--- config.mk ---
export PLATFORM = sky130hd
export DESIGN_NAME = regfile_sb
export DESIGN_NICKNAME = d
export VERILOG_FILES = /design/src/rtl/regfile_sb.sv
export SDC_FILE = /design/constraint.sdc
export NUM_CORES = 1
export LEC_CHECK = 0
export ABC_AREA = 1
export CORE_MARGIN = 10
export CORE_UTILIZATION = 25
export CTS_CLUSTER_DIAMETER = 200
export DETAILED_ROUTE_END_ITERATION = 7
export PLACE_DENSITY = 0.51
export SLEW_MARGIN = 20
export SYNTH_ARGS = -nofsm -noshare
export SYNTH_HDL_FRONTEND = slang
export SYNTH_SLANG_ARGS = --single-unit
--- constraint.sdc ---
create_clock -name clk -period 6.1 [get_ports clk]
set_input_delay 1.22 -clock clk [delete_from_list [all_inputs] [get_ports clk]]
set_output_delay 1.22 -clock clk [all_outputs]
set_load 0.01 [all_outputs]
--- src/rtl/regfile_sb.sv ---
// Two-read/one-write register file with a per-entry busy scoreboard and a
// post-reset clear sequencer that zeroes the array through the single write port.
module regfile_sb #(
  parameter int DATA_W = 32,
  parameter int ADDR_W = 5,
  parameter bit BYPASS = 1'b1
) (
  input  logic              clk,
  input  logic              rst,
  input  logic [ADDR_W-1:0] ra,
  input  logic [ADDR_W-1:0] rb,
  output logic [DATA_W-1:0] busa,
  output logic [DATA_W-1:0] busb,
  output logic              busy_a,
  output logic              busy_b,
  input  logic              regwr,
  input  logic [ADDR_W-1:0] rw,
  input  logic [DATA_W-1:0] busw,
  input  logic              mark,
  input  logic [ADDR_W-1:0] rm,
  output logic              ready
);
  localparam int DEPTH = 1 << ADDR_W;

  typedef enum logic {CLEAR, RUN} state_t;

  state_t             state, state_nxt;
  logic [ADDR_W-1:0]  idx;
  logic [DATA_W-1:0]  rf [DEPTH];
  logic [DEPTH-1:0]   busy, busy_nxt, busy_src;
  logic               run, wr_en, mk_en, we;
  logic [ADDR_W-1:0]  waddr;
  logic [DATA_W-1:0]  wdata;

  assign run   = (state == RUN);
  assign ready = run;
  assign wr_en = run && regwr && (rw != '0);
  assign mk_en = run && mark && (rm != '0);

  always_ff @(posedge clk) begin
    if (!rst) state <= CLEAR;
    else      state <= state_nxt;
  end

  always_comb begin
    state_nxt = state;
    case (state)
      CLEAR:   if (&idx) state_nxt = RUN;
      RUN:     state_nxt = RUN;
      default: state_nxt = CLEAR;
    endcase
  end

  always_ff @(posedge clk) begin
    if (!rst)               idx <= '0;
    else if (state == CLEAR) idx <= idx + 1'b1;
  end

  // Clear sequencer and normal writes share the one array write port.
  always_comb begin
    we    = wr_en;
    waddr = rw;
    wdata = busw;
    if (state == CLEAR) begin
      we    = 1'b1;
      waddr = idx;
      wdata = '0;
    end
  end

  always_ff @(posedge clk) begin
    if (rst && we) rf[waddr] <= wdata;
  end

  // Mark is applied after the write clear so a simultaneous mark wins.
  always_comb begin
    busy_nxt = busy;
    if (wr_en) busy_nxt[rw] = 1'b0;
    if (mk_en) busy_nxt[rm] = 1'b1;
  end

  assign busy_src = BYPASS ? busy_nxt : busy;

  function automatic logic [DATA_W-1:0] rd(input logic [ADDR_W-1:0] a);
    if (a == '0)                    return '0;
    if (BYPASS && wr_en && rw == a) return busw;
    return rf[a];
  endfunction

  always_ff @(posedge clk) begin
    if (!rst) begin
      busy   <= '0;
      busa   <= '0;
      busb   <= '0;
      busy_a <= 1'b0;
      busy_b <= 1'b0;
    end else begin
      busy <= busy_nxt;
      if (run) begin
        busa   <= rd(ra);
        busb   <= rd(rb);
        busy_a <= busy_src[ra];
        busy_b <= busy_src[rb];
      end else begin
        busa   <= '0;
        busb   <= '0;
        busy_a <= 1'b0;
        busy_b <= 1'b0;
      end
    end
  end
endmodule

## Word-level counts from Yosys, hierarchy flattened

Memory sizes are Yosys's and may differ from the RTL's.
Cells that the tools add are included.
Widths: inputs -> output; s select.

- Memories kept: 1
- Flip-flop bits (word level): 104
- Bits of input ports: 56
- Logic and storage cells: 75
- Bits in writable memories: 1024
- Output and inout port bits: 67

- Equality and inequality tests: 2
- Bitwise gates (word level): 4
- $lt $le $gt $ge: 6
- Muxes and demuxes: 39
- Reductions and logical operators: 15
- $add $sub $neg: 1

Memories:

| name | words | width | read ports | clocked after memory_dff | write ports | RTL line | source |
|---|---|---|---|---|---|---|---|
| rf | 32 | 32 | 2 | 0 | 1 | 29 | `logic [DATA_W-1:0] rf [DEPTH];` |

Operator list:

| kind | count |
|---|---|
| $mux 32 | 11 |
| $and 32x32->32 | 1 |
| $not 32->32 | 1 |
| $or 32x32->32 | 1 |
| $lt 5x6->1 const B | 4 |
| $mux 1 | 22 |
| $bmux 1 s5 | 2 |
| $demux 1 s5 | 2 |
| $eq 5x5->1 | 2 |
| $ge 5x1->1 const B | 2 |
| $logic_not 5->1 | 2 |
| $reduce_bool 5->1 | 2 |
| $logic_and 1x1->1 | 9 |
| $add 5x1->5 const B | 1 |
| $mux 5 | 1 |
| $reduce_and 5->1 | 1 |
| $pmux 1 s2 | 1 |
| $reduce_and 2->1 | 1 |
| $not 1->1 | 1 |

## Logic depth before layout (Yosys ltp)

- Depth after elaboration: 11
- Depth in mapped cells: 14
- Gate-level depth less buffers: 13

## Worst setup path after synthesis

Ideal clock, no wire load.

- Path type: input to register
- From: input port rw[3]
- To: memory rf[22][0] (enable)
- Data arrival time: 4.334 ns
- Slack: 1.298 ns
- Data required time: 5.632 ns
- Stages on the path: 8
- Buffers on the path: 1
- Library setup time: 0.468 ns
- Cells stage by stage: buf_2 > inv_1 > nand2_1 > o21ai_0 > inv_1 > nor2_1 > nand2_1 > nor3b_1

- Longest elaborated chain between the ends: 6
- Elaborated cells on any way between the ends: 7
- Classes of those cells: mux (4); reduce/logical (3)

Ends and longest elaborated chain:

| what | RTL line | source |
|---|---|---|
| start: declaration | 17 | `input logic [ADDR_W-1:0] rw,` |
| $reduce_bool 5->1 | 37 | `assign wr_en = run && regwr && (rw != '0);` |
| $logic_and 1x1->1 | 37 |  |
| $mux 1 | 64 | `if (state == CLEAR) begin` |
| $logic_and 1x1->1 | 72 | `if (rst && we) rf[waddr] <= wdata;` |
| $mux 1 | 72 |  |
| $mux 1 (implied by the code) | 72 |  |
| end: declaration | 29 |  |

Parallel ways exist; a longest one is shown, timed or not.

## Worst setup path in the final report

- From: input port rw[2]
- To: memory rf[5][30] (enable)

Same word-level chain as after synthesis.

==> out/metrics.cfg <==
[routing]
avgRoutedWirePerCell_microns = 23.7
dr_total_vias = 45100
drtPass1Iterations = 7
ant_nets = 0
drc_errors = 0
viasPerCell = 5.20
drt_iter0_drc = 5714
wirelength_mm = 206

[setup_path]
cp.required_ns = 6.51
worstReg2RegEnd = rf[5][30]
worst_setup_path_start_kind = input port
end_kind = register
r2r-start = ready
regToRegSetupSlack_ns = 2.09
crit_fanout = 20
worstSetupPathType = in2reg
worstPathArrival_ns = 4.61
r2r_cells = 7

[logic_synthesis]
yosysTopAreaCellShare = 0.555
yosysSeqAreaShare = 0.592
syn_inst = 5737
syn_nets = 5795
yosysMostFrequentCell = edfxtp_1
yosysWarnings = 0
netlist_area_sq_um = 55400
ys_ff_latch = 1128
synthTopCellsByArea = edfxtp_1, nand3_1, o21ai_0, o211ai_1, a21oi_1
synth_top_area_cell = edfxtp_1
avgSynthCellArea_sq_um = 9.66
synthArstFlopShare = 0
synth_edf_count = 1024
synth_commonest_cells = edfxtp_1, nand3_1, nand2_1, o21ai_0, a21oi_1
synth.distinct_cells = 34
synth_ff_type = edfxtp_1

[layout]
seq_area_sq_um = 32800
fill_cells = 22700
finalInstanceArea_sq_um = 63600
instances_no_fill = 8675
drive_above_1_share = 0.0642
area_growth_pct = 14.7
multi_input_area_sq_um = 18400
nNetsFinal = 5673

[clock_tree]
clock_sinks = 1128
clock_latency_ns = 0.77
cts_buffer_depth = 3
numCtsBuffers = 116
ctsHtreeMaxLevel = 3
clk_root_buffer_cell = clkbuf_16
cts_resized = 0
cts_tree = done
post_cts_buffers = 0
clk_pin_slew_ns = 0.07
cts.hold.buffers_added = 0

[global_routing]
grt-ovfl-total = 0
grt_pass1_vias = 42400
grt_use_total = 0.161
grt_max_degree = 227
grt_pass1_wl_mm = 295
antenna_found_initial = 1

[placement]
dpl_cell_area_sq_um = 59600
place.port_buffers = 122
dp_hpwl_mm = 117
globalplace.congestion = 0.841
placed_cells = 8455
place_ws_ns = 1.25

[die]
ioPinCount = 123
die_h_microns = 491
design.die.area_sq_um = 241000
start_util = 0.252
rows = 172
coreArea_sq_um = 220000
chipWidth_microns = 491

[timing]
fin_crit_sh = 0.688
fin_worst_skew_ns = 0.0471
hold_violations = 0
max_freq_mhz = 238
fin_ws_ns = 1.90
slew_headroom = 0.242
setup_viol = 0
drv_slew = 0
worst_pin_slew_ns = 1.14
rsz0062_at_grt = no
tns_ns = 0
period_needed_ns = 4.20

[hold_path]
hold_path.class = reg2reg
min_to = busy[0]
min_from = busy[0]
hold_path_depth = 2

[power]
p_leak_uw = 0.0222
powerDensity_nw_per_um2 = 273
max-vdd-ir-drop_mv = 0.218

[status]
status = finished clean

[run]
cap_viol_max_count = 0

-- worst max-delay path, stage by stage --
cell and delay (ns):
clkdlybuf4s50_1 0.73, inv_1 0.23, nand3_1 0.15, nand2_2 0.10, a21oi_1 0.41, nand2_1 0.57, nor2_4 0.85, buf_12 0.31
-- through the flow --
stage,hold slack [ns],util,total power (uW)
2_1_floorplan,0.407,-,9430
3_3_place_gp,0.419,0.271,9950
3_5_place_dp,0.422,0.271,9970
4_1_cts,0.433,0.289,17400
5_1_grt,0.462,0.289,17900
6_report,0.435,0.289,17300
-- area by class of cell --
type	instances	area share
antenna	1	0.0000393
clock buffer	137	0.0489
clock inverter	82	0.0134
inverter	582	0.0347
multi-input combinational	3555	0.289
sequential	1128	0.516
tap	2958	0.0582
timing repair buffer	232	0.0393
-- power by group --
part / total [uW] / switching (uW) / internal [uW]
Combinational: 1470 / 1090 / 382
Sequential: 8360 / 13.5 / 8350
Clock: 7510 / 3170 / 4340
-- layer usage --
metal,vias up,GRT usage,share of wire
li1,20400,-,-
met1,22100,0.212,0.41
met2,2222,0.259,0.46
met3,427,0.0199,0.075
met4,0,0.0834,0.052
met5,-,0,0
-- state kept, by name, summed over array words and instances, names as in the netlist --
signal	flops
busb	32
rf	1024
ready	1
busy_b	1
busy	32
busa	32
idx	5
busy_a	1
-- cells in the final DEF (no fill, tap or decap), types with 32 or more instances in the layout --
master,netlist,routed
clkinv_1,4,34
nand3_1,770,770
buf_4,21,79
nor2_4,1,34
dfxtp_1,104,103
clkbuf_16,0,121
o21ai_1,35,35
buf_12,0,35
inv_1,564,555
o21ai_0,639,639
nor2_1,207,174
nand2_1,733,733
clkinv_2,0,32
a21oi_1,611,611
clkdlybuf4s50_1,0,112
edfxtp_1,1024,1024
o2111ai_1,80,80
o211ai_1,417,417
-- cell families after synthesis --
family                   share of synthesized area
flip-flops                                   0.592
AND/OR/NAND/NOR                              0.137
AO/OA/AOI/OAI                                0.188
buffers and inverters                       0.0807
XOR/XNOR                                   0.00126
adder cells (fa/ha/maj)                   0.000451
-- worst max-delay path by stage --
stage | startpoint | endpoint
after global routing | rw[2] | rf[5][30]
after floorplan | rw[3] | rf[22][0]
final | rw[2] | rf[5][30]
after CTS | rw[2] | rf[5][26]
after global placement | rw[2] | rf[5][23]
after detailed placement | rw[2] | rf[5][23]
No activity file was read; power rests on OpenSTA's default activity.
